### src/rtl/display_pkg.sv
// -----------------------------------------------------------------------------
// display_pkg
//  Shared types and constants for the 4-digit 7-segment scan driver.
//  Contents:
//   phase_t    : per-digit scan phase (PH_GAP = anodes off, PH_ON = digit lit)
//   SEG_BLANK  : all segments off (active-low)
//   SEG_DASH   : only segment g on, used when the time counter has overflowed
//   SEG_DIGIT  : active-low {g,f,e,d,c,b,a} patterns for BCD 0..9
// -----------------------------------------------------------------------------
package display_pkg;

   typedef enum logic {
      PH_GAP = 1'b0,
      PH_ON  = 1'b1
   } phase_t;

   localparam logic [6:0] SEG_BLANK = 7'h7F;
   localparam logic [6:0] SEG_DASH  = 7'b0111111;

   // Index 0 first: SEG_DIGIT[n] is the pattern for decimal digit n.
   localparam logic [6:0] SEG_DIGIT [10] = '{
      7'b1000000,   // 0
      7'b1111001,   // 1
      7'b0100100,   // 2
      7'b0110000,   // 3
      7'b0011001,   // 4
      7'b0010010,   // 5
      7'b0000010,   // 6
      7'b1111000,   // 7
      7'b0000000,   // 8
      7'b0010000    // 9
   };

   // One-hot active-low anode pattern for a digit position (0 = rightmost).
   function automatic logic [3:0] anode_for(input logic [1:0] idx);
      return ~(4'b0001 << idx);
   endfunction

endpackage

### src/rtl/bcd_to_seg7.sv
// -----------------------------------------------------------------------------
// bcd_to_seg7
//  Combinational BCD to active-low 7-segment decoder. Codes 10..15 are not
//  valid BCD and are shown dark rather than as hex glyphs.
//  Ports:
//   bcd  in  4  BCD digit
//   seg  out 7  segments {g,f,e,d,c,b,a}, active-low
// -----------------------------------------------------------------------------
module bcd_to_seg7
   import display_pkg::*;
(
   input  logic [3:0] bcd,
   output logic [6:0] seg
);

   always_comb begin
      seg = SEG_BLANK;
      if (bcd < 4'd10) begin
         seg = SEG_DIGIT[bcd];
      end
   end

endmodule

### src/rtl/bcd_display_scan.sv
// -----------------------------------------------------------------------------
// bcd_display_scan
//  Time-multiplexed driver for a 4-digit common-anode 7-segment display fed by
//  the reaction-timer BCD digit bus. Digit 3 is leftmost, so the display reads
//  "S.mmm". Each digit gets one dark anti-ghost cycle followed by DWELL_CYCLES
//  lit cycles; the digit values are snapshotted once per frame (at the end of
//  digit 0's gap cycle) so one scan never mixes two counter values.
//  All pins are registered: they reflect the scan state one cycle earlier.
//
//  Optional build macro DIM_EN: adds input `dim`; when high, each digit is lit
//  only for the first DWELL_CYCLES/2 cycles of its ON phase. Frame timing is
//  unchanged.
//
//  Parameters:
//   DWELL_CYCLES  lit cycles per digit per frame (>= 2, even if DIM_EN used)
//  Ports:
//   clk        in   1  system clock
//   rst        in   1  reset, asynchronous, active-low
//   d3..d0     in   4  BCD digits (d3 = seconds, d0 = milliseconds)
//   time_late  in   1  counter overflow; whole frame shows dashes
//   blank      in   1  force display dark (scan keeps running)
//   dim        in   1  half-brightness request (DIM_EN builds only)
//   an         out  4  digit anodes, active-low, an[3] = leftmost
//   seg        out  7  segments {g,f,e,d,c,b,a}, active-low
//   dp         out  1  decimal point, active-low
// -----------------------------------------------------------------------------
module bcd_display_scan
   import display_pkg::*;
#(
   parameter int DWELL_CYCLES = 2
) (
   input  logic       clk,
   input  logic       rst,
   input  logic [3:0] d3,
   input  logic [3:0] d2,
   input  logic [3:0] d1,
   input  logic [3:0] d0,
   input  logic       time_late,
   input  logic       blank,
`ifdef DIM_EN
   input  logic       dim,
`endif
   output logic [3:0] an,
   output logic [6:0] seg,
   output logic       dp
);

   localparam int DWELL_W = (DWELL_CYCLES > 1) ? $clog2(DWELL_CYCLES) : 1;
   localparam logic [DWELL_W-1:0] DWELL_LAST = DWELL_W'(DWELL_CYCLES - 1);
`ifdef DIM_EN
   localparam logic [DWELL_W-1:0] DWELL_HALF = DWELL_W'(DWELL_CYCLES / 2);
`endif

   // ---------------------------------------------------------------------
   // Scan state
   // ---------------------------------------------------------------------
   phase_t             phase_reg, phase_next;
   logic [1:0]         idx_reg, idx_next;
   logic [DWELL_W-1:0] dwell_reg, dwell_next;

   // Frame snapshot of the digit bus
   logic [3:0]         din [4];
   logic [3:0]         snap_digit_reg [4];
   logic               snap_late_reg;
   logic               capture;

   // Registered pins
   logic [3:0]         an_reg, an_next;
   logic [6:0]         seg_reg, seg_next;
   logic               dp_reg, dp_next;

   logic [3:0]         cur_digit;
   logic [6:0]         dec_seg;
   logic               dim_dark;
   logic               lit;

   assign din[0] = d0;
   assign din[1] = d1;
   assign din[2] = d2;
   assign din[3] = d3;

   // The snapshot is taken on the edge that ends digit 0's gap cycle, so the
   // first lit cycle of the frame already sees the new values.
   assign capture = (phase_reg == PH_GAP) && (idx_reg == 2'd0);

   generate
      for (genvar gi = 0; gi < 4; gi++) begin : g_snap
         always_ff @(posedge clk or negedge rst) begin
            if (!rst) begin
               snap_digit_reg[gi] <= 4'd0;
            end else if (capture) begin
               snap_digit_reg[gi] <= din[gi];
            end
         end
      end
   endgenerate

   always_ff @(posedge clk or negedge rst) begin
      if (!rst) begin
         snap_late_reg <= 1'b0;
      end else if (capture) begin
         snap_late_reg <= time_late;
      end
   end

   // ---------------------------------------------------------------------
   // Digit decode on the currently scanned snapshot digit
   // ---------------------------------------------------------------------
   assign cur_digit = snap_digit_reg[idx_reg];

   bcd_to_seg7 u_dec (
      .bcd (cur_digit),
      .seg (dec_seg)
   );

`ifdef DIM_EN
   // Dimming keeps the slot timing and just darkens the back half of ON.
   assign dim_dark = dim && (dwell_reg >= DWELL_HALF);
`else
   assign dim_dark = 1'b0;
`endif

   assign lit = (phase_reg == PH_ON) && !blank && !dim_dark;

   // ---------------------------------------------------------------------
   // Next-state and next-pin logic
   // ---------------------------------------------------------------------
   always_comb begin
      phase_next = phase_reg;
      idx_next   = idx_reg;
      dwell_next = dwell_reg;
      an_next    = 4'b1111;
      seg_next   = SEG_BLANK;
      dp_next    = 1'b1;

      case (phase_reg)
         PH_GAP: begin
            phase_next = PH_ON;
            dwell_next = '0;
         end
         PH_ON: begin
            if (dwell_reg == DWELL_LAST) begin
               dwell_next = '0;
               phase_next = PH_GAP;
               idx_next   = idx_reg + 2'd1;   // 3 wraps to 0 naturally
            end else begin
               dwell_next = dwell_reg + 1'b1;
            end
         end
         default: begin
            phase_next = PH_GAP;
         end
      endcase

      if (lit) begin
         an_next  = anode_for(idx_reg);
         seg_next = snap_late_reg ? SEG_DASH : dec_seg;
         // Decimal point sits after the seconds digit, hidden on overflow.
         dp_next  = !((idx_reg == 2'd3) && !snap_late_reg);
      end
   end

   always_ff @(posedge clk or negedge rst) begin
      if (!rst) begin
         phase_reg <= PH_GAP;
         idx_reg   <= 2'd0;
         dwell_reg <= '0;
         an_reg    <= 4'b1111;
         seg_reg   <= SEG_BLANK;
         dp_reg    <= 1'b1;
      end else begin
         phase_reg <= phase_next;
         idx_reg   <= idx_next;
         dwell_reg <= dwell_next;
         an_reg    <= an_next;
         seg_reg   <= seg_next;
         dp_reg    <= dp_next;
      end
   end

   assign an  = an_reg;
   assign seg = seg_reg;
   assign dp  = dp_reg;

endmodule

### config.mk
export PLATFORM = sky130hd
export DESIGN_NAME = bcd_display_scan
export DESIGN_NICKNAME = d
export VERILOG_FILES = /design/src/rtl/display_pkg.sv /design/src/rtl/bcd_to_seg7.sv /design/src/rtl/bcd_display_scan.sv
export SDC_FILE = /design/constraint.sdc
export NUM_CORES = 1
export LEC_CHECK = 0
export BUFFER_PORTS_ARGS = -buffer_cell sky130_fd_sc_hd__buf_2
export CAP_MARGIN = 0
export CORE_MARGIN = 4
export CORE_UTILIZATION = 53
export DETAILED_ROUTE_END_ITERATION = 10
export GPL_TIMING_DRIVEN = 0
export HOLD_SLACK_MARGIN = 0.12
export MAX_ROUTING_LAYER = met4
export PLACE_DENSITY = 0.89
export SETUP_SLACK_MARGIN = 0.2
export SLEW_MARGIN = 10
export SYNTH_ARGS = -nofsm -noshare
export SYNTH_HDL_FRONTEND = slang
export SYNTH_SLANG_ARGS = --single-unit
### constraint.sdc
create_clock -name clk -period 2.1 [get_ports clk]
set_input_delay 0.21 -clock clk [delete_from_list [all_inputs] [get_ports clk]]
set_output_delay 0.21 -clock clk [all_outputs]
set_load 0.01 [all_outputs]
# Yosys cells after proc, flatten, opt, wreduce, memory -nomap -nowiden
# Memories as Yosys holds them, arrays and structs flattened.
# Index checks and enable logic that the tools add are counted.
dict set report word_totals {
  memories 1
  out_inout_bits 12
  register_bits 33
  in_bits 20
  romBits 112
}
dict set report op_classes {
  reduce_logical 8
  shift 1
  muxes 14
  bitwise_logic 4
  order_cmp 3
  add_sub_neg 2
  eq_ne 1
}
# memory words width read_ports rd_ports_with_merged_regs write_ports line
set memory_table {}
lappend memory_table {{(name not given)} 16 7 1 0 0 bcd_to_seg7.sv:19} ;# seg = SEG_DIGIT[bcd];
# operator n
set op_table {}
lappend op_table {{7-bit two-way mux} 5}
lappend op_table {{4-bit two-way mux} 3}
lappend op_table {{4-bit binary-select mux with 2-bit select} 1}
lappend op_table {{5-bit >= comparator (second input constant)} 1}
lappend op_table {{4-bit NOT with 5-bit output} 1}
lappend op_table {{4-bit less-than comparator (second input constant)} 1}
lappend op_table {{4-bit NOT} 1}
lappend op_table {{1-bit case mux with 2 select lines} 2}
lappend op_table {{1-bit by 2-bit << shifter with 4-bit output (first input constant)} 1}
lappend op_table {{3-bit >= comparator (second input constant)} 1}
lappend op_table {{1-bit logical AND} 3}
lappend op_table {{1-bit zero test} 3}
lappend op_table {{1-bit two-way mux} 3}
lappend op_table {{2-bit NOT with 3-bit output} 1}
lappend op_table {{2-bit by 1-bit adder with 2-bit output (second input constant)} 1}
lappend op_table {{2-bit equality test (second input constant)} 1}
lappend op_table {{2-bit zero test} 1}
lappend op_table {{2-bit AND reduction} 1}
lappend op_table {{1-bit adder (second input constant)} 1}
lappend op_table {{1-bit NOT} 1}

# Longest topological paths before layout
dict set report logic_depth {
  word_depth 11
  depth_mapped 8
  mapped_depth_nobuf 6
}

# Modules after synthesis
# From an unflattened synthesis, not the netlist that was laid out.
dict set report hier_totals {
  hier_cells 113
  area_unflattened_um2 1560.2
}
# module cells_per_inst instances area_per_inst_um2
set by_module_without_submodules {}
lappend by_module_without_submodules {bcd_display_scan 83 1 1362.6}
lappend by_module_without_submodules {bcd_to_seg7 30 1 197.7}

# Least setup slack after synthesis
# OpenSTA, ideal clock, no wires.
dict set report synth_path {
  kind {register to register}
  startpoint {register idx_reg[0]}
  endpoint {register snap_digit_reg[10] (netlist name)}
  slack_ns 0.220
  t_required_ns 1.975
  setup_time_ns 0.125
  stages_incl_launch_ff 8
  arrival_time_ns 1.755
  path_cell_list {dfrtp_1 -> buf_6 -> inv_1 -> ha_1 -> nor2b_1 -> clkbuf_1 -> buf_2 -> mux2_2}
}
dict set report synth_between {
  elab_chain_cells 2
}
# item line
set synth_rtl {}
lappend synth_rtl {{start: declaration} bcd_display_scan.sv:58} ;# logic [1:0] idx_reg, idx_next;
lappend synth_rtl {{start signal: assignment} bcd_display_scan.sv:173} ;# idx_reg <= idx_next;
lappend synth_rtl {{2-bit zero test} bcd_display_scan.sv:84} ;# assign capture = (phase_reg == PH_GAP) && (idx_reg == 2'd0);
lappend synth_rtl {{1-bit logical AND} bcd_display_scan.sv:84}
lappend synth_rtl {{end signal: indexed assignment} bcd_display_scan.sv:92} ;# snap_digit_reg[gi] <= din[gi];
lappend synth_rtl {{end: declaration} bcd_display_scan.sv:63} ;# logic [3:0] snap_digit_reg [4];
# Every way passes these cells.
# A chain may end at the register's enable or synchronous reset.

# Final worst setup path
dict set report layout_path {
  startpoint {register idx_reg[0]}
  endpoint {register snap_digit_reg[6] (netlist name)}
}
# Same word-level chain as after synthesis.

==> impl_results.md <==
* Outcome: completed
* Yosys warning total at 0
* Max-cap violations at 0
* Io pins at 32
* Max H-tree Level at 2
* Sequential-to-total area share from yosys stat at 0.5495
* Std-Cell Core Area at between 0.002 and 0.003 sq mm
* Reg-to-reg setup timing slack at 0.30 ns
* Vias/cell at 5.178
* Initial antenna violation count at 0
* Top fanout value on the critical path at 10
* Inserted Diodes at 0
* Grt met3 use at 0.06198
* Count of pins over their slew limit at 0
* Crit. End Element: flop
* Port-buffer cells at 31
* Pre-Repair DR Iteration Count at 4
* Overall routing resource usage at 0.1908
* Synth cell types at 28
* Setup Viol. Count Final at 0
* ANT nets after route at 0
* Seq pwr share at 0.518
* Design area at 0.002034 sq mm
* Clk sinks at 33
* Rel. slew slack at 0.5472
* Synth Register Bits at 33
* Share of the cycle needed by the critical path after routing at 0.8553
* Filler cells at 177
* Switching Share at 0.2113
* DRC viols at 0
* RSZ-0062 raised after global routing: no
* Total Nets Final at 199
* Post-Syn Instances at 110
* Logic gate share of total power at 0.097
* Net count after synthesis at 139
* Clock buffer count from CTS at 5
* Gpl congestion at 0.7777
* Worst-Skew Late Latency at roughly 0.34 ns
* Hold Slack at 0.1775 ns
* Clock Path Buffers at 2
* Detailed router's first-iteration violation count at 19
* Layout area overhead at 32.95%
* Share of post-route cells with drive strength above 1 at 0.5088
* P per Cell Area at 628.6 mW/mm^2
* Number of global-route vias before repair at 1,092
* Top-area cell type share of the netlist area at 0.3434
* Busiest grt layer: met2
* # rows at 19
* Critical Path RT at roughly 2.3 ns
* Post-Syn Area per Cell at 13.91 sq um
* CP startpoint kind: flop
* Leakage Power at 0.8890 nW
* P_sw at 0.0002702 W
* CTS tree: yes
* Die width at 61.73 microns
* Largest net degree at the start of global routing at 34
* Cell area after synthesis at 0.001530 sq mm
* Setup_tns at 0 ns
* First-pass GRT wire length at 4912 microns
* Die ar. at 0.003811 sq mm
* Congestion Overflow GR at 0
* Global-route met2 utilization at 0.3244
* Routed WL at ~2800 microns
* Clock transition at the registers of the reported paths at 0.10 ns
* Top cells by area, synth: dfrtp_1 (34%), dfstp_2 (21%), mux2_2 (13%)
* WP data arrival at 2.02 ns
* Clock skew at between 0.009 and 0.01 ns
* Fmax at about 560 MHz
* Clock power frac at 0.384
* Final core occ at 0.7378
* Drt wl/cell at about 14 microns
* Crit Path Class: reg -> reg
* Initial core utilization at 0.5549
* Max FFs per register at 16
* Final hold vios at 0
* M1 GR Usage at 0.2016
* Worst hold path class: in -> reg
* Hpwl dp at 1926 microns
* Die height at roughly 60 microns
* Internal power at 0.001009 W
* Maximum VDD drop at 0.0007257 V
* Overall power at 0.001279 W
* Slew @ Worst Pin at 0.6792 ns
* CTS root buf: clkbuf_4
* Routed vias at 1,046
* Synth area leader: dfrtp_1
* Min Tclk post-route at 1.796 ns
* Placed Area at 0.001724 sq mm
==> layout by cell type (no fill, tap or decap), types with 2 or more instances in the layout <==
cell | netlist | layout
buf_6 | 3 | 4
o21ai_0 | 4 | 4
mux2i_1 | 2 | 2
dfrtp_1 | 21 | 20
dlygate4sd3_1 | 0 | 18
ha_1 | 9 | 9
a32oi_1 | 2 | 2
clkbuf_4 | 0 | 6
buf_4 | 0 | 4
nand2_1 | 6 | 6
mux2_2 | 17 | 17
nor2_1 | 3 | 3
inv_1 | 8 | 7
buf_2 | 1 | 31
nor2b_1 | 4 | 4
mux4_2 | 4 | 4
dfstp_2 | 12 | 12
==> final timing paths <==
| kind | startpoint | end | depth (start not counted) |
|---|---|---|---|
| setup reg to reg | idx_reg[0] | snap_digit_reg[6] | 7 |
| min in group asynchronous | rst | snap_digit_reg[12] | 2 |
| hold reg to reg | dwell_reg | dwell_reg | 1 |
| hold / removal | blank | seg[6] | 3 |
| setup / recovery | idx_reg[0] | snap_digit_reg[6] | 7 |
| max in group asynchronous | rst | idx_reg[1] | 2 |
==> metal layers <==
metal / share of wire / up-vias / wire length, microns
met2: 0.52 / 36 / 1485
met3: 0.060 / 9 / 172
met1: 0.39 / 498 / 1112
li1: - / 503 / -
met5: 0 / - / 0
met4: 0.026 / 0 / 74
==> synthesized netlist by cell type, drive strengths merged <==
| library cell | instances |
|---|---|
| or2 | 1 |
| a32oi | 2 |
| nor2 | 3 |
| buf | 4 |
| or3b | 1 |
| nor3b | 1 |
| nor2b | 4 |
| and2 | 1 |
| nand2 | 6 |
| a211oi | 1 |
| o311ai | 1 |
| a22oi | 1 |
| nand3 | 1 |
| xnor2 | 1 |
| inv | 8 |
| ha | 9 |
| dfstp | 12 |
| o211ai | 2 |
| mux2i | 2 |
| clkbuf | 1 |
| o21ai | 4 |
| a21oi | 1 |
| mux4 | 4 |
| dfrtp | 21 |
| mux2 | 18 |
==> logic make-up (layout without fill, tap and decap cells) <==
| group | count (synthesis) | after routing | synth area share |
|---|---|---|---|
| flip-flops | 33 | 33 | 0.5495 |
| multiplexers | 24 | 24 | 0.2069 |
| AND/OR/NAND/NOR | 18 | 18 | 0.06051 |
| buffers and inverters | 13 | 74 | 0.04742 |
| AO/OA/AOI/OAI | 12 | 12 | 0.05642 |
| adder cells (fa/ha/maj) | 9 | 9 | 0.07359 |
| XOR/XNOR | 1 | 1 | 0.005725 |
==> power groups by stage <==
stage | clock network, W | registers [W] | logic, W
3_5_place_dp | 0 | 0.000674 | 0.0000971
2_1_floorplan | 0 | 0.000671 | 0.0000581
3_3_place_gp | 0 | 0.000672 | 0.0000911
4_1_cts | 0.000509 | 0.000663 | 0.000123
6_report | 0.000492 | 0.000663 | 0.000124
5_1_grt | 0.000540 | 0.000665 | 0.000140
==> cell type report <==
type | count | area (sq um) | share of cell area
timing repair buffer | 53 | 365.4 | 0.1796
buffer | 5 | 52.55 | 0.02583
multi-input combinational | 64 | 620.6 | 0.3050
clock buffer | 7 | 55.05 | 0.02706
tap | 31 | 38.79 | 0.01907
inverter | 8 | 30.03 | 0.01476
clock inverter | 1 | 30.03 | 0.01476
sequential | 33 | 842.1 | 0.4139
==> timing repair <==
item,in CTS,in global routing
hold buffers,18,0
setup endpoints to repair,9,14
gates resized for setup,3,4
endpoints found under the hold margin,38,0
buffers inserted,0,4
==> stage by stage <==
step           setup WS, ns  instances
6_report             0.3038        202
3_3_place_gp       0.002293        172
3_5_place_dp       -0.04748        172
4_1_cts              0.2299        198
2_1_floorplan        0.2198        110
5_1_grt              0.2167        202
==> critical path, stage by stage, from the launching register on <==
cell      delay [ns]
dfrtp_1         0.40
buf_6           0.14
inv_1           0.08
ha_1            0.17
nor2b_1         0.14
clkbuf_4        0.22
buf_6           0.17
mux2_2          0.35
No activity file was read; power rests on OpenSTA's default activity.
